## src/rtl/seq_divider.sv

```systemverilog
// -----------------------------------------------------------------------------
// seq_divider
//   Multicycle restoring divider for the multdiv unit. One quotient bit is
//   produced per clock, so a full operation takes WIDTH iterations plus one
//   cycle for the sign fix-up. Signed and unsigned operation are selected per
//   request. Divide by zero is flagged on exp. The pipeline stalls while busy
//   is high and captures the results when ready pulses.
//
// Parameters
//   WIDTH      operand/result width (>= 4); also the iteration count
//   CNT_W      iteration counter width; 2**CNT_W must exceed WIDTH
//
// Ports
//   clock      in   rising-edge clock
//   reset      in   synchronous, active-high reset
//   start      in   request; only accepted while busy is low
//   is_signed  in   1 = two's-complement operands, 0 = unsigned
//   A_in       in   dividend, sampled with start
//   B_in       in   divisor, sampled with start
//   quotient   out  registered quotient
//   remainder  out  registered remainder
//   exp        out  divide-by-zero flag, valid with ready
//   ready      out  one-cycle completion pulse
//   busy       out  high while an operation is running
//
// Configuration macro
//   DIVIDER_EARLY_EXIT_EN  when defined, a request whose divisor or dividend
//                          is zero skips the iterations. The result is then
//                          ready in the cycle after the edge following
//                          acceptance.
// -----------------------------------------------------------------------------
module seq_divider #(
  parameter int WIDTH = 32,
  parameter int CNT_W = 6
) (
  input  logic             clock,
  input  logic             reset,
  input  logic             start,
  input  logic             is_signed,
  input  logic [WIDTH-1:0] A_in,
  input  logic [WIDTH-1:0] B_in,
  output logic [WIDTH-1:0] quotient,
  output logic [WIDTH-1:0] remainder,
  output logic             exp,
  output logic             ready,
  output logic             busy
);

  typedef enum logic [1:0] {
    IDLE = 2'd0,
    RUN  = 2'd1,
    DONE = 2'd2
  } state_t;

  // The counter value at which the final (fix-up) cycle of RUN happens.
  localparam logic [CNT_W-1:0] LAST = CNT_W'(WIDTH);

  state_t           r_state;
  logic [CNT_W-1:0] r_cnt;
  logic [WIDTH-1:0] r_acc;
  logic [WIDTH-1:0] r_dvd;
  logic [WIDTH-1:0] r_divisor;
  logic [WIDTH-1:0] r_aRaw;
  logic             r_negQ;
  logic             r_negR;
  logic             r_bZero;
  logic [WIDTH-1:0] r_quotient;
  logic [WIDTH-1:0] r_remainder;
  logic             r_exp;
  logic             r_ready;
  logic             r_busy;

  logic             w_accept;
  logic [WIDTH-1:0] w_aAbs;
  logic [WIDTH-1:0] w_bAbs;
  logic [WIDTH:0]   w_shift;
  logic [WIDTH+1:0] w_trial;
  logic             w_qBit;
  logic [WIDTH-1:0] w_qFinal;
  logic [WIDTH-1:0] w_rFinal;
  logic [CNT_W-1:0] w_cntInit;

  // A request is accepted whenever no operation is running. This includes
  // the DONE cycle, so back-to-back operations lose no extra cycle.
  assign w_accept = start && (r_state != RUN);

  // Magnitudes of the operands. The MIN_INT bit pattern negates to itself.
  // Read as unsigned, that pattern is the correct magnitude 2**(WIDTH-1).
  assign w_aAbs = (is_signed && A_in[WIDTH-1]) ? (~A_in + WIDTH'(1)) : A_in;
  assign w_bAbs = (is_signed && B_in[WIDTH-1]) ? (~B_in + WIDTH'(1)) : B_in;

  // One restoring step. The shifted partial remainder can reach
  // 2**(WIDTH+1)-1. The subtraction therefore gets one extra bit, so that
  // its top bit is a clean borrow/sign.
  assign w_shift = {r_acc, r_dvd[WIDTH-1]};
  assign w_trial = {1'b0, w_shift} - {2'b00, r_divisor};
  assign w_qBit  = ~w_trial[WIDTH+1];

  // Sign fix-up. Quotients truncate toward zero, and the remainder follows
  // the dividend's sign.
  assign w_qFinal = r_negQ ? (~r_dvd + WIDTH'(1)) : r_dvd;
  assign w_rFinal = r_negR ? (~r_acc + WIDTH'(1)) : r_acc;

  // With early exit, a trivial operation preloads the counter to the
  // fix-up value. It then spends exactly one cycle in RUN. A zero dividend
  // leaves acc and dvd at zero, so quotient and remainder both come out as
  // zero. A zero divisor is replaced by the divide-by-zero result anyway.
`ifdef DIVIDER_EARLY_EXIT_EN
  assign w_cntInit = ((A_in == '0) || (B_in == '0)) ? LAST : '0;
`else
  assign w_cntInit = '0;
`endif

  // Control FSM and datapath. Every output is registered here. Reset
  // clears everything, so an aborted operation never produces a ready pulse.
  always_ff @(posedge clock) begin
    if (reset) begin
      r_state     <= IDLE;
      r_cnt       <= '0;
      r_acc       <= '0;
      r_dvd       <= '0;
      r_divisor   <= '0;
      r_aRaw      <= '0;
      r_negQ      <= 1'b0;
      r_negR      <= 1'b0;
      r_bZero     <= 1'b0;
      r_quotient  <= '0;
      r_remainder <= '0;
      r_exp       <= 1'b0;
      r_ready     <= 1'b0;
      r_busy      <= 1'b0;
    end else begin
      case (r_state)
        IDLE, DONE: begin
          r_ready <= 1'b0;
          if (w_accept) begin
            r_state   <= RUN;
            r_busy    <= 1'b1;
            r_cnt     <= w_cntInit;
            r_acc     <= '0;
            r_dvd     <= w_aAbs;
            r_divisor <= w_bAbs;
            r_aRaw    <= A_in;
            r_negQ    <= is_signed && (A_in[WIDTH-1] ^ B_in[WIDTH-1]);
            r_negR    <= is_signed && A_in[WIDTH-1];
            r_bZero   <= (B_in == '0);
          end else begin
            r_state <= IDLE;
          end
        end

        RUN: begin
          if (r_cnt == LAST) begin
            // The final cycle applies the sign fix-up and publishes results.
            if (r_bZero) begin
              r_quotient  <= '1;
              r_remainder <= r_aRaw;
              r_exp       <= 1'b1;
            end else begin
              r_quotient  <= w_qFinal;
              r_remainder <= w_rFinal;
              r_exp       <= 1'b0;
            end
            r_ready <= 1'b1;
            r_busy  <= 1'b0;
            r_state <= DONE;
          end else begin
            r_acc <= w_qBit ? w_trial[WIDTH-1:0] : w_shift[WIDTH-1:0];
            r_dvd <= {r_dvd[WIDTH-2:0], w_qBit};
            r_cnt <= r_cnt + CNT_W'(1);
          end
        end

        default: begin
          r_state <= IDLE;
          r_ready <= 1'b0;
          r_busy  <= 1'b0;
        end
      endcase
    end
  end

  assign quotient  = r_quotient;
  assign remainder = r_remainder;
  assign exp       = r_exp;
  assign ready     = r_ready;
  assign busy      = r_busy;

endmodule

```

## config.mk

```make
export PLATFORM = sky130hd
export DESIGN_NAME = seq_divider
export DESIGN_NICKNAME = d
export VERILOG_FILES = /design/src/rtl/seq_divider.sv
export SDC_FILE = /design/constraint.sdc
export NUM_CORES = 1
export LEC_CHECK = 0
export BUFFER_PORTS_ARGS = -buffer_cell sky130_fd_sc_hd__buf_2
export CAP_MARGIN = 5
export CORE_UTILIZATION = 40
export DETAILED_ROUTE_END_ITERATION = 10
export SKIP_CTS_REPAIR_TIMING = 1
export SLEW_MARGIN = 40
export SYNTH_ARGS = -nofsm -noshare
export SYNTH_HDL_FRONTEND = slang
export SYNTH_SLANG_ARGS = --single-unit
```

## constraint.sdc

```tcl
create_clock -name clock -period 3.9 [get_ports clock]
set_clock_uncertainty 0.05 [all_clocks]
set_input_delay 0.195 -clock clock [delete_from_list [all_inputs] [get_ports clock]]
set_output_delay 0.195 -clock clock [all_outputs]
set_load 0.02 [all_outputs]
```

==> Yosys cells after proc, flatten, opt, wreduce, memory -nomap -nowiden <==
Cells that the tools add are included.
{ "totals": {"memories": 0, "latchBits": 0, "input_bits": 68, "ramBits": 0, "regBits": 206, "rom_bits": 0, "elab_cells": 70} }
{ "classes": {"shift": 0, "n_addsub": 6, "eq_ne": 7, "div": 0, "n_lt_le_gt_ge": 0, "mul": 0, "bitwise_logic": 7, "n_mux": 23, "n_reduce_logical": 13} }
{ "op_table": {"columns": ["op", "n"], "rows": [
  ["32-bit 2-to-1 mux", 11],
  ["32-bit by 1-bit adder with 32-bit output, second input constant", 4],
  ["32-bit NOT", 4],
  ["32-bit one-hot mux with 2 select lines", 2],
  ["33-bit by 32-bit subtractor with 34-bit output", 1],
  ["32-bit logical NOT", 1],
  ["6-bit 2-to-1 mux", 2],
  ["6-bit one-hot mux with 2 select lines", 1],
  ["6-bit by 1-bit adder with 6-bit output, second input constant", 1],
  ["6-bit equality test, second input constant", 1],
  ["2-bit inequality test, second input constant", 3],
  ["2-bit AND reduction", 3],
  ["1-bit logical AND", 4],
  ["1-bit 2-to-1 mux", 4],
  ["2-bit one-hot mux with 2 select lines", 1],
  ["2-bit OR reduction", 2],
  ["3-bit AND reduction", 1],
  ["2-bit by 1-bit equality test with 1-bit output, second input constant", 1],
  ["2-bit equality test, second input constant", 1],
  ["2-bit logical NOT", 1],
  ["2-bit 2-to-1 mux", 1],
  ["2-bit by 1-bit inequality test with 1-bit output, second input constant", 1],
  ["1-bit NOT", 2],
  ["1-bit one-hot mux with 2 select lines", 1],
  ["2 further kinds", 2]
]} }

==> Logic depth before layout (Yosys ltp) <==
Gate-level depths: netlist of the first run.
{ "logic_depth": {"word_depth": 5, "ltp_mapped": 13} }

==> Least setup slack after synthesis of the first run <==
Ideal clock, no wire load.
{ "synth_timing": {"path_type": "register to register", "from": "register r_dvd[7]", "to": "register r_quotient[30], in the netlist quotient[30]", "t_arrival_ps": 2976, "setup_ps": 86, "required_ps": 3764, "stages_incl_launch_ff": 9, "n_path_buf": 0, "slack_ps": 789, "path_cell_list": "dfxtp_1 -> or4_4 -> or3_4 -> or4_4 -> or3_1 -> or3_1 -> o31ai_1 -> xor2_1 -> a211oi_1"} }
{ "synth_via": {"elab_chain_len": 4} }
{ "synth_rtl": {"columns": ["item", "line", "text"], "rows": [
  ["start, declared", "61", "logic [WIDTH-1:0] r_dvd;"],
  ["start signal, assigned", "141", "r_dvd <= w_aAbs;"],
  ["start signal, assigned", "169", "r_dvd <= {r_dvd[WIDTH-2:0], w_qBit};"],
  ["32-bit NOT", "101", "assign w_qFinal = r_negQ ? (~r_dvd + WIDTH'(1)) : r_dvd;"],
  ["32-bit by 1-bit adder with 32-bit output", "101", null],
  ["32-bit 2-to-1 mux", "101", null],
  ["32-bit 2-to-1 mux", "155", "if (r_bZero) begin"],
  ["end signal, assigned", "160", "r_quotient <= w_qFinal;"],
  ["end, declared", "67", "logic [WIDTH-1:0] r_quotient;"]
]} }
No other way between the ends.
A chain may end at the register's enable or synchronous reset.

==> Worst setup path in the final report of the first run <==
{ "layout_timing": {"from": "register r_dvd[31]", "to": "register r_acc[28]"} }
{ "layout_via": {"elab_chain_len": 4} }
{ "layout_rtl": {"columns": ["item", "line", "text"], "rows": [
  ["33-bit by 32-bit subtractor with 34-bit output", "96", "assign w_trial = {1'b0, w_shift} - {2'b00, r_divisor};"],
  ["32-bit 2-to-1 mux", "168", "r_acc <= w_qBit ? w_trial[WIDTH-1:0] : w_shift[WIDTH-1:0];"],
  ["32-bit 2-to-1 mux", "153", "if (r_cnt == LAST) begin"],
  ["32-bit one-hot mux with 2 select lines", "133", "case (r_state)"],
  ["end signal, assigned", "168", null],
  ["end, declared", "60", "logic [WIDTH-1:0] r_acc;"]
]} }
No other way between the ends. The select of a mux whose other input is x is not followed.

==> results of run 1 <==
## final timing paths
check	cells past startpoint	to	slack (ps)	startpoint
max	13	r_acc[28]	390	r_dvd[31]
min	3	r_divisor[28]	-30	B_in[28]
max reg2reg	13	r_acc[28]	390	r_dvd[31]
min reg2reg	2	remainder[20]	400	remainder[20]
## Yosys cell counts, types with 3 or more instances
cell type,instances
a221oi_1,4
o21bai_1,4
a21boi_0,3
o21ai_0,122
or4_1,9
inv_1,49
a211oi_1,74
ha_1,38
nor4_1,8
a31o_2,4
xor2_1,105
nand3_1,22
nand2_1,252
xnor2_1,38
nand4_1,6
a311oi_1,12
o31ai_1,28
clkbuf_1,93
nor3_1,23
and2_1,7
and3_1,11
a31oi_1,9
a32oi_1,13
a21oi_1,153
or3_4,3
nand3b_1,3
nand2b_1,6
o21a_1,3
mux2i_1,5
nor2_1,163
or2_2,3
nor2b_1,8
dfxtp_1,206
buf_1,12
o41ai_1,13
a21o_1,25
or3_1,32
## logic make-up (layout without fill, tap and decap cells)
| kind of cell | count (synthesis) | count (layout) | synth area share (%) |
|---|---|---|---|
| buffers and inverters | 154 | 293 | 4.81 |
| and+or+nand+nor | 563 | 563 | 20.6 |
| adders and majority gates | 39 | 39 | 4.12 |
| muxes | 5 | 5 | 0.416 |
| AOI/OAI and AO/OA | 486 | 486 | 25.3 |
| xor gates and xnor gates | 143 | 143 | 10.4 |
| DFF | 206 | 206 | 34.3 |
## power by group
part / switching (uW) / internal (uW)
combinational: 519 / 339
clock: 911 / 1350
sequential: 87.9 / 2190
## sequential cells by signal, indices dropped and copies added (netlist names)
register	count
busy	1
exp	1
quotient	32
r_aRaw	32
r_acc	32
r_bZero	1
r_cnt	6
r_divisor	32
r_dvd	32
r_negQ	1
r_negR	1
r_state	2
ready	1
remainder	32
## final cells by class
cell class,count,share of cell area (%)
Sequential cell,206,29.0
Multi-Input combinational cell,1236,51.6
Clock buffer,36,5.10
Timing Repair Buffer,202,9.15
Tap cell,390,3.42
Inverter,49,1.29
Clock inverter,6,0.456
## per-layer routing
layer / routed length, um / vias to the layer above / part of all wire [%]
met5: 0 / - / 0
met1: 16900 / 5394 / 49
met4: 742 / 0 / 2.1
met2: 15600 / 283 / 45
met3: 1550 / 53 / 4.4
li1: - / 5876 / -
## critical path, stage by stage, from the launching register on
cell and delay (ps):
dfxtp_1 310, inv_1 110, ha_1 180, inv_1 60
fa_1 400, a21o_1 210, a221oi_1 440, o221ai_1 320
o31ai_1 430, o21a_1 240, o21ai_0 120, a211oi_1 290
xor2_1 150, o21ai_0 70
## per-stage QoR
step | instances | power [uW] | utilization (%) | instance area (um^2) | setup WS, ps
after floorplan | 1596 | 2890 | - | 12000 | 789
after global placement | 2039 | 3130 | 43.9 | 13000 | 445
after detailed placement | 2039 | 3140 | 43.9 | 13000 | 393
after CTS | 2081 | 5410 | 46.6 | 13800 | 385
after global routing | 2125 | 5640 | 48.1 | 14300 | 45.4
final | 2125 | 5400 | 48.1 | 14300 | 389
==> metrics.md, run 1 <==
| Metric | Value |
|---|---|
| Status | finished, violations left |
| Violations in the final reports | hold timing |
| Total number of H-tree levels | 1 |
| Area share of the largest cell type after synthesis | 34.3% |
| Fmax achieved | 285 MHz |
| DRC | 0 |
| Total congestion overflow | 0 |
| CTS sink cnt | 206 |
| Core Region | 0.0296 mm^2 |
| Root buffer selected by CTS | clkbuf_16 |
| Placer congestion estimate | 0.873 |
| Number of synthesized flops with an enable pin | 0 |
| DRT Pass-1 Iters | 5 |
| Io pins | 135 |
| Die Footprint | 0.0308 mm^2 |
| Total negative slack for setup checks | 0 ps |
| Half-perimeter wire length after placement | 25400 um |
| Number of rows in the core area | 63 |
| Total of flip-flops plus latches after synthesis | 206 |
| Pin count of the biggest net entering global routing | 107 |
| Kind of start point of the critical path | register |
| Mean instance size in the synthesized netlist | 7.53 um^2 |
| Areal power density over the cells | 379 mW/mm^2 |
| Worst-case clock buffer depth | 3 |
| Post-layout min period | 3510 ps |
| Busiest layer in global routing | met2 |
| Global-route wire length before repair | 55300 um |
| Total track usage | 21.9% |
| Final worst-path cycle share | 90.0% |
| Post-DR wirelength/cell | 16.4 um |
| Transition time at the pin with the least slew margin | 754 ps |
| Final antenna-violating net count | 0 |
| CTS tree | built |
| Gate count after technology mapping | 1596 |
| CP arrival | 3850 ps |
| Headroom to the max-slew limit | 49.6% |
| Detailed router's first-iteration violation count | 756 |
| Vias in the first global route | 10641 |
| Number of buffers added on ports | 134 |
| Max capacitance violation total | 0 |
| Post-detailed-routing wire length | 34900 um |
| Width of the die | 175 um |
| Sequential cell area in the final layout | 0.00413 mm^2 |
| Cell Area, Synth | 0.0120 mm^2 |
| Final Hold Fails | 10 |
| Area growth syn-to-layout | 18.6% |
| Critical Path End Type | register |
| Main area contributors after synthesis | dfxtp_1, nand2_1, xor2_1 |
| Post-synthesis cell type with the largest combined area | dfxtp_1 |
| Met3 demand-to-capacity share in global routing | 2.53% |
| Final Max Tran Viols | 0 |
| Worst Path Class, Setup | reg -> reg |
| Final setup vio count | 0 |
| Leading cell type in the layout, fill and taps excluded | nand2_1 |
| Clock input transition at the sequential cells of the worst setup and hold paths | 60 ps |
| Layout Nets | 1826 |
| Cell leakage power | 0.00568 uW |
| Multi-input logic area | 0.00736 mm^2 |
| Via Count | 11606 |
| Net count after synthesis | 1703 |
| Required time of the worst setup path | 4240 ps |
| Min-Delay Path Class | in -> reg |
| Worst hold slack | -31.7 ps |
| Most frequent cells in the layout | nand2_1, dfxtp_1, nor2_1, a21oi_1, buf_2 |
| Fraction of layout instances using a drive strength above 1 | 12.7% |
| Distinct cell type count after synthesis | 58 |
| Post-synthesis sequential area ratio | 34.3% |
| Height of the chip | 175 um |
| Unrepaired setup endpoints after global routing | false |
| M2 GR Usage | 35.1% |
| Worst VDD drop | 0.275 mV |
| Via-to-Cell Ratio | 5.46 |
| Count of inserted antenna diode cells | 0 |
| Met1 track utilization from global routing | 31.0% |
| Top flip-flop cell by instance count after synthesis | dfxtp_1 |
| Number of fill cells in the layout | 3052 |
| Synth Warn # | 0 |
| Largest fanout on the critical path | 3 |
| Initial core utilization | 40.6% |
| Clock buffers created by TritonCTS | 24 |
| Proportion of synthesized flip-flops having asynchronous set or reset | 0% |
| Antenna violations before repair | 0 |
| Worst skew pair latency | 530 ps |
Note: power is estimated with default switching activity, not from simulation.
==> run 2, diff against run 1 <==
--- a/config.mk
+++ b/config.mk
@@ -7,8 +7,9 @@
 export LEC_CHECK = 0
 export BUFFER_PORTS_ARGS = -buffer_cell sky130_fd_sc_hd__buf_2
 export CAP_MARGIN = 5
-export CORE_UTILIZATION = 40
+export CORE_UTILIZATION = 55
 export DETAILED_ROUTE_END_ITERATION = 10
+export PLACE_DENSITY = 0.76
 export SKIP_CTS_REPAIR_TIMING = 1
 export SLEW_MARGIN = 40
 export SYNTH_ARGS = -nofsm -noshare
==> run 2 against run 1 <==
The flow still finishes with violations (hold timing). Critical path depth did not move. Die area fell by 27%. Utilization rose by 17 points. Sequential power barely moved. Global-route usage rose by 7.0 points. Register-to-register slack improved by 30 ps. Fmax rose by 0.72%. Critical endpoint unchanged.
==> metrics.md, run 2 (synthesized netlist as in run 1, its figures left out) <==
| Metric | Value |
|---|---|
| Status | finished, violations left |
| Violations in the final reports | hold timing |
| Vias in the first global route | 10420 (-2.1%) |
| Placer congestion estimate | 0.919 (+5.3%) |
| Total congestion overflow | 0 (unchanged) |
| Antenna violations before repair | 1 (+1) |
| Required time of the worst setup path | 4240 ps (about the same) |
| Highest Signal Layer | met4 |
| Initial core utilization | 56.7% (+16 points) |
| Total number of H-tree levels | 1 (unchanged) |
| Clock buffers created by TritonCTS | 23 (-4.2%) |
| Longest individual stage delay on the worst path | 470 ps (+30 ps) |
| Fraction of layout instances using a drive strength above 1 | 12.0% (-0.70 points) |
| Total negative slack for setup checks | 0 ps (unchanged) |
| Post-DR wirelength/cell | 16.8 um (+2.5%) |
| Areal power density over the cells | 372 mW/mm^2 (-1.7%) |
| DRT Pass-1 Iters | 5 (unchanged) |
| Sw Pwr | 1440 uW (-5.0%) |
| Half-perimeter wire length after placement | 23700 um (-6.7%) |
| Headroom to the max-slew limit | 50.4% (+0.77 points) |
| Worst-case clock buffer depth | 3 (unchanged) |
| Area growth syn-to-layout | 15.7% |
| Combinational fraction of design power | 16.5% (+0.6 points) |
| Number of rows in the core area | 53 (-16%) |
| Worst-path cell chain | inv_1, ha_1, inv_1, fa_1, a21o_1, a221oi_1, o221ai_1, o31ai_1, o21a_1, o21ai_0, a211oi_1, xor2_1, o21ai_0 |
| Die Footprint | 0.0225 mm^2 (-27%) |
| Layout Nets | 1812 (-0.77%) |
| Pin count of the biggest net entering global routing | 123 (+15%) |
| Most frequent cells in the layout | nand2_1, dfxtp_1, nor2_1, a21oi_1, buf_2 |
| Worst VDD drop | 0.228 mV (-17%) |
| Worst skew pair latency | 510 ps (-20 ps) |
| Kind of start point of the critical path | register |
| Worst Path Class, Setup | reg -> reg |
| Min-Delay Path Class | in -> reg |
| Root buffer selected by CTS | clkbuf_16 |
| Max capacitance violation total | 0 (unchanged) |
| Global-route wire length before repair | 52900 um (-4.2%) |
| CP arrival | 3820 ps (-30 ps) |
| Via-to-Cell Ratio | 5.91 (+8.2%) |
| Cell leakage power | 0.00558 uW (-1.8%) |
| Number of buffers added on ports | 134 (unchanged) |
| Leading cell type in the layout, fill and taps excluded | nand2_1 |
| Routed length on met2 | 15300 um (-2.2%) |
| Clock input transition at the sequential cells of the worst setup and hold paths | 60 ps (about the same) |
| Unrepaired setup endpoints after global routing | false |
| Worst hold path depth | 3 (unchanged) |
| DRC | 0 (unchanged) |
| Final Hold Fails | 4 (-6) |
| Total track usage | 29.0% (+7.0 points) |
| Routed met3 length | 2480 um (+60%) |
| Detailed router's first-iteration violation count | 827 (+9.4%) |
| Post-Place Cells | 1918 (-5.9%) |
| Core Region | 0.0212 mm^2 (-28%) |
| Startpoint of the worst-slack reg-to-reg timing path | r_dvd[31] |
| Final worst-path cycle share | 89.4% (-0.64 points) |
| Io pins | 135 (unchanged) |
| Critical Path End Type | register |
| Post-detailed-routing wire length | 33500 um (-3.9%) |
| Start point of the worst min-delay path | B_in[4] |
| Fmax achieved | 287 MHz (+0.72%) |
| Reg-to-reg setup timing slack | 410 ps (+30 ps) |
| Master of the slowest instance on the critical path | a221oi_1 |
| Delay-heaviest family, CP | compound AO/OA/AOI/OAI gates |
| Switching part of the total | 27.9% (-0.26 points) |
| Post-layout min period | 3490 ps (-25.1 ps) |
| Clk network pwr share | 39.4% (-2.5 points) |
| Sequential cell area in the final layout | 0.00413 mm^2 (about the same) |
| Worst hold slack | -4.25 ps (+27.4 ps) |
| Share of the core filled with cells in the final layout | 65.6% (+17 points) |
| Internal power consumption | 3740 uW (-3.8%) |
| Width of the die | 150 um (-15%) |
| CTS sink cnt | 206 (unchanged) |
| Transition time at the pin with the least slew margin | 744 ps (-9.73 ps) |
| Final setup vio count | 0 (unchanged) |
| Post-Layout Cell Count | 1994 (-6.2%) |
| CTS tree | built |
| Capture point of the worst reg-to-reg path | r_acc[28] |
| Critical path buffer and inverter count | 2 (unchanged) |
| Hold-critical path endpoint | r_divisor[4] |
| Part of the power in registers | 44.1% (+1.9 points) |
| Met1 layer wirelength in the final routing | 15000 um (-11%) |
| Number of fill cells in the layout | 1838 (-40%) |
| Final Max Tran Viols | 0 (unchanged) |
| Height of the chip | 150 um (-15%) |
| Final antenna-violating net count | 0 (unchanged) |
| Via Count | 11787 (+1.6%) |
| Worst R2R Path Depth | 13 (unchanged) |
| Multi-input logic area | 0.00736 mm^2 (about the same) |
| Count of inserted antenna diode cells | 0 (unchanged) |
| Largest fanout on the critical path | 3 (unchanged) |
run 2: worst min-delay path: stages:
cell      delay [ps]
buf_2             90
xnor2_1          130
a211oi_1          70
run 2: routing by layer:
| layer | GRT usage [%] | vias to the layer above |
|---|---|---|
| li1 | - | 5842 |
| met1 | 40.8 | 5426 |
| met2 | 46.2 | 454 |
| met3 | 3.84 | 65 |
| met4 | 7.78 | 0 |
| met5 | 0 | - |
run 2: area by class of cell:
cell class / count / share of cell area (%)
multi-input cells: 1236 / 52.9
flip-flops and latches: 206 / 29.7
repair buffers: 189 / 8.59
clock buffers: 34 / 4.65
well taps: 275 / 2.47
inverters: 49 / 1.32
clock inverters: 5 / 0.387
run 2: power by group through the flow:
stage	Combinational, uW	Clock, uW	Sequential, uW
after detailed placement	807	0	2320
after global placement	800	0	2320
after CTS	813	2070	2280
after global routing	947	2160	2290
after floorplan	597	0	2300
final	854	2040	2280
run 2: how the worst max path moves through the flow:
| stage | slack [ps] | cells after the start | start | to |
|---|---|---|---|---|
| 2_1_floorplan | 790 | 8 | r_dvd[7] | quotient[30] |
| 3_3_place_gp | 480 | 13 | r_dvd[31] | r_acc[28] |
| 3_5_place_dp | 430 | 13 | r_dvd[31] | r_acc[28] |
| 4_1_cts | 440 | 13 | r_dvd[31] | r_acc[28] |
| 5_1_grt | 70 | 13 | r_dvd[31] | r_acc[28] |
| 6_report | 410 | 13 | r_dvd[31] | r_acc[28] |
run 2: through the flow:
step	setup WS, ps	area [um^2]	total power [uW]
2_1_floorplan	789	12000	2890
3_3_place_gp	485	12800	3120
3_5_place_dp	429	12800	3130
4_1_cts	436	13500	5160
5_1_grt	70.5	13900	5410
6_report	414	13900	5180
==> run 3, diff against run 2 <==
--- a/config.mk
+++ b/config.mk
@@ -9,7 +9,7 @@
 export CAP_MARGIN = 5
 export CORE_UTILIZATION = 55
 export DETAILED_ROUTE_END_ITERATION = 10
-export PLACE_DENSITY = 0.76
+export PLACE_DENSITY_LB_ADDON = 0.25
 export SKIP_CTS_REPAIR_TIMING = 1
 export SLEW_MARGIN = 40
 export SYNTH_ARGS = -nofsm -noshare
==> constraint.sdc (replaced) <==
create_clock -name clock -period 4.4 [get_ports clock]
set_clock_uncertainty 0.05 [all_clocks]
set_input_delay 0.22 -clock clock [delete_from_list [all_inputs] [get_ports clock]]
set_output_delay 0.22 -clock clock [all_outputs]
set_load 0.02 [all_outputs]
==> run 3 against run 2 <==
Cell area down 0.47%. Critical path type unchanged. Clock-buffer cell count down 3. The flow still finishes with violations (hold timing). First-iteration DRC count up 11%. Largest power group unchanged. Critical endpoint unchanged.
==> metrics.md, run 3 (synthesized netlist as in run 1, its figures left out) <==
| Metric | Value |
|---|---|
| Final Hold Fails | 8 (+4) |
| Width of the die | 150 um (unchanged) |
| Post-layout min period | 3480 ps (-3.53 ps) |
| Die Footprint | 0.0225 mm^2 (unchanged) |
| Critical path buffer and inverter count | 2 (unchanged) |
| Global-route wire length before repair | 53300 um (+0.63%) |
| Headroom to the max-slew limit | 45.9% (-4.5 points) |
| Clock buffers created by TritonCTS | 23 (unchanged) |
| Number of buffers added on ports | 134 (unchanged) |
| Cell leakage power | 0.00555 uW (-0.55%) |
| Post-detailed-routing wire length | 33400 um (-0.21%) |
| Reg-to-reg setup timing slack | 920 ps (+500 ps) |
| Status | finished, violations left |
| CTS sink cnt | 206 (unchanged) |
| Final worst-path cycle share | 79.2% (-10 points) |
| Layout Nets | 1797 (-0.83%) |
| Total track usage | 29.3% (+0.29 points) |
| Post-Layout Cell Count | 1979 (-0.75%) |
| Pin count of the biggest net entering global routing | 127 (+3.3%) |
| Clock input transition at the sequential cells of the worst setup and hold paths | 60 ps (about the same) |
| Total negative slack for setup checks | 0 ps (unchanged) |
| Master of the slowest instance on the critical path | a221oi_1 |
| Violations in the final reports | hold timing |
| Io pins | 135 (unchanged) |
| Area growth syn-to-layout | 15.2% |
| Fmax achieved | 287 MHz (+0.10%) |
| M2 GR Usage | 47.6% (+1.3 points) |
| Worst Path Class, Setup | reg -> reg |
| Root buffer selected by CTS | clkbuf_16 |
| Most frequent cells in the layout | nand2_1, dfxtp_1, nor2_1, a21oi_1, buf_2 |
| Required time of the worst setup path | 4730 ps (+490 ps) |
| Total congestion overflow | 0 (unchanged) |
| Unrepaired setup endpoints after global routing | false |
| Busiest layer in global routing | met2 |
| Worst skew pair latency | 510 ps (about the same) |
| Longest individual stage delay on the worst path | 460 ps (about the same) |
| Fraction of layout instances using a drive strength above 1 | 12.4% (+0.34 points) |
| Post-Place Cells | 1916 (-0.10%) |
| Final setup vio count | 0 (unchanged) |
| Initial core utilization | 56.7% (unchanged) |
| Count of inserted antenna diode cells | 0 (unchanged) |
| Worst VDD drop | 0.187 mV (-18%) |
| CTS tree | built |
| Worst-case clock buffer depth | 3 (unchanged) |
| Startpoint of the worst-slack reg-to-reg timing path | r_dvd[31] |
| Worst hold slack | -36.8 ps (-32.6 ps) |
| Vias in the first global route | 10586 (+1.6%) |
| Kind of start point of the critical path | register |
| Areal power density over the cells | 336 mW/mm^2 (-9.8%) |
| CP arrival | 3810 ps (about the same) |
| Transition time at the pin with the least slew margin | 791 ps (+46.6 ps) |
| Placer congestion estimate | 0.934 (+1.7%) |
| Largest fanout on the critical path | 3 (unchanged) |
| Min-Delay Path Class | in -> reg |
| Leading cell type in the layout, fill and taps excluded | nand2_1 |
| Final antenna-violating net count | 0 (unchanged) |
| Via Count | 11668 (-1.0%) |
| Half-perimeter wire length after placement | 23900 um (+0.91%) |
| Detailed router's first-iteration violation count | 920 (+11%) |
| Launching element of the worst setup path | r_dvd[31] |
| Max capacitance violation total | 0 (unchanged) |
| Antenna violations before repair | 0 (-1) |
| Delay-heaviest family, CP | compound AO/OA/AOI/OAI gates |
| DRC | 0 (unchanged) |
| Number of rows in the core area | 53 (unchanged) |
| Core Region | 0.0212 mm^2 (unchanged) |
| Height of the chip | 150 um (unchanged) |
| DRT Pass-1 Iters | 5 (unchanged) |
| Met1 track utilization from global routing | 40.8% (about the same) |
| Critical Path End Type | register |
| Met3 demand-to-capacity share in global routing | 3.78% (-0.061 points) |
| Start point of the worst min-delay path | A_in[12] |
| Via-to-Cell Ratio | 5.90 (-0.26%) |
| Total number of H-tree levels | 1 (unchanged) |
| Post-DR wirelength/cell | 16.9 um (+0.55%) |
| Final Max Tran Viols | 0 (unchanged) |
| Worst-path cell chain | inv_1, ha_1, inv_1, fa_1, a21o_1, a221oi_1, o221ai_1, o31ai_1, o21a_1, o21ai_0, a211oi_1, xor2_1, o21ai_0 |
[run 3: cell count changes in the layout (fill, tap and decap cells not counted), moves of 2 or more]
cell	previous run	this run
clkbuf_1	8	3
buf_8	0	2
clkbuf_8	3	5
clkinv_2	3	5
dlygate4sd3_1	37	24
buf_4	17	11
[run 3: layout make-up]
type	instances	area, um^2
inverter	49	184
clock inverter	8	71.3
tap	275	344
multi-input combinational	1236	7370
fill	1921	7370
timing repair buffer	174	1100
clock buffer	31	656
sequential	206	4130
[run 3: layer usage]
layer,part of all wire [%],up-vias,wire [um]
met1,46,5414,15300
met5,0,-,0
met2,45,398,15100
met4,2.1,0,687
met3,7.2,56,2400
li1,-,5800,-
[run 3: power breakdown]
| part | switching, uW | internal (uW) |
|---|---|---|
| registers | 79.0 | 1940 |
| logic | 463 | 294 |
| clock network | 768 | 1100 |
| total | 1310 | 3340 |
[run 3: through the flow]
stage               utilization, %  power (uW)  hold WS, ps  setup WS, ps  cell area [um^2]
floorplan                        -        2560          306          1290             12000
global placement              60.3        2770          390           992             12800
detailed placement            60.7        2790          393           946             12900
CTS                           64.1        4640        -68.3           939             13600
global route                  65.3        4840         2.31           478             13800
finish                        65.3        4650        -36.8           917             13800
[run 3: worst paths after layout]
path | end | cells past startpoint
min reg2reg | remainder[4] | 2
max | r_acc[28] | 13
max reg2reg | r_acc[28] | 13
min | r_aRaw[12] | 3
[run 3: worst reg2reg max path, cell delays in order (launching register included)]
cell	delay, ps
dfxtp_1	310
inv_1	100
ha_1	180
inv_1	60
fa_1	390
a21o_1	210
a221oi_1	460
o221ai_1	320
o31ai_1	440
o21a_1	220
o21ai_0	100
a211oi_1	290
xor2_1	160
o21ai_0	80
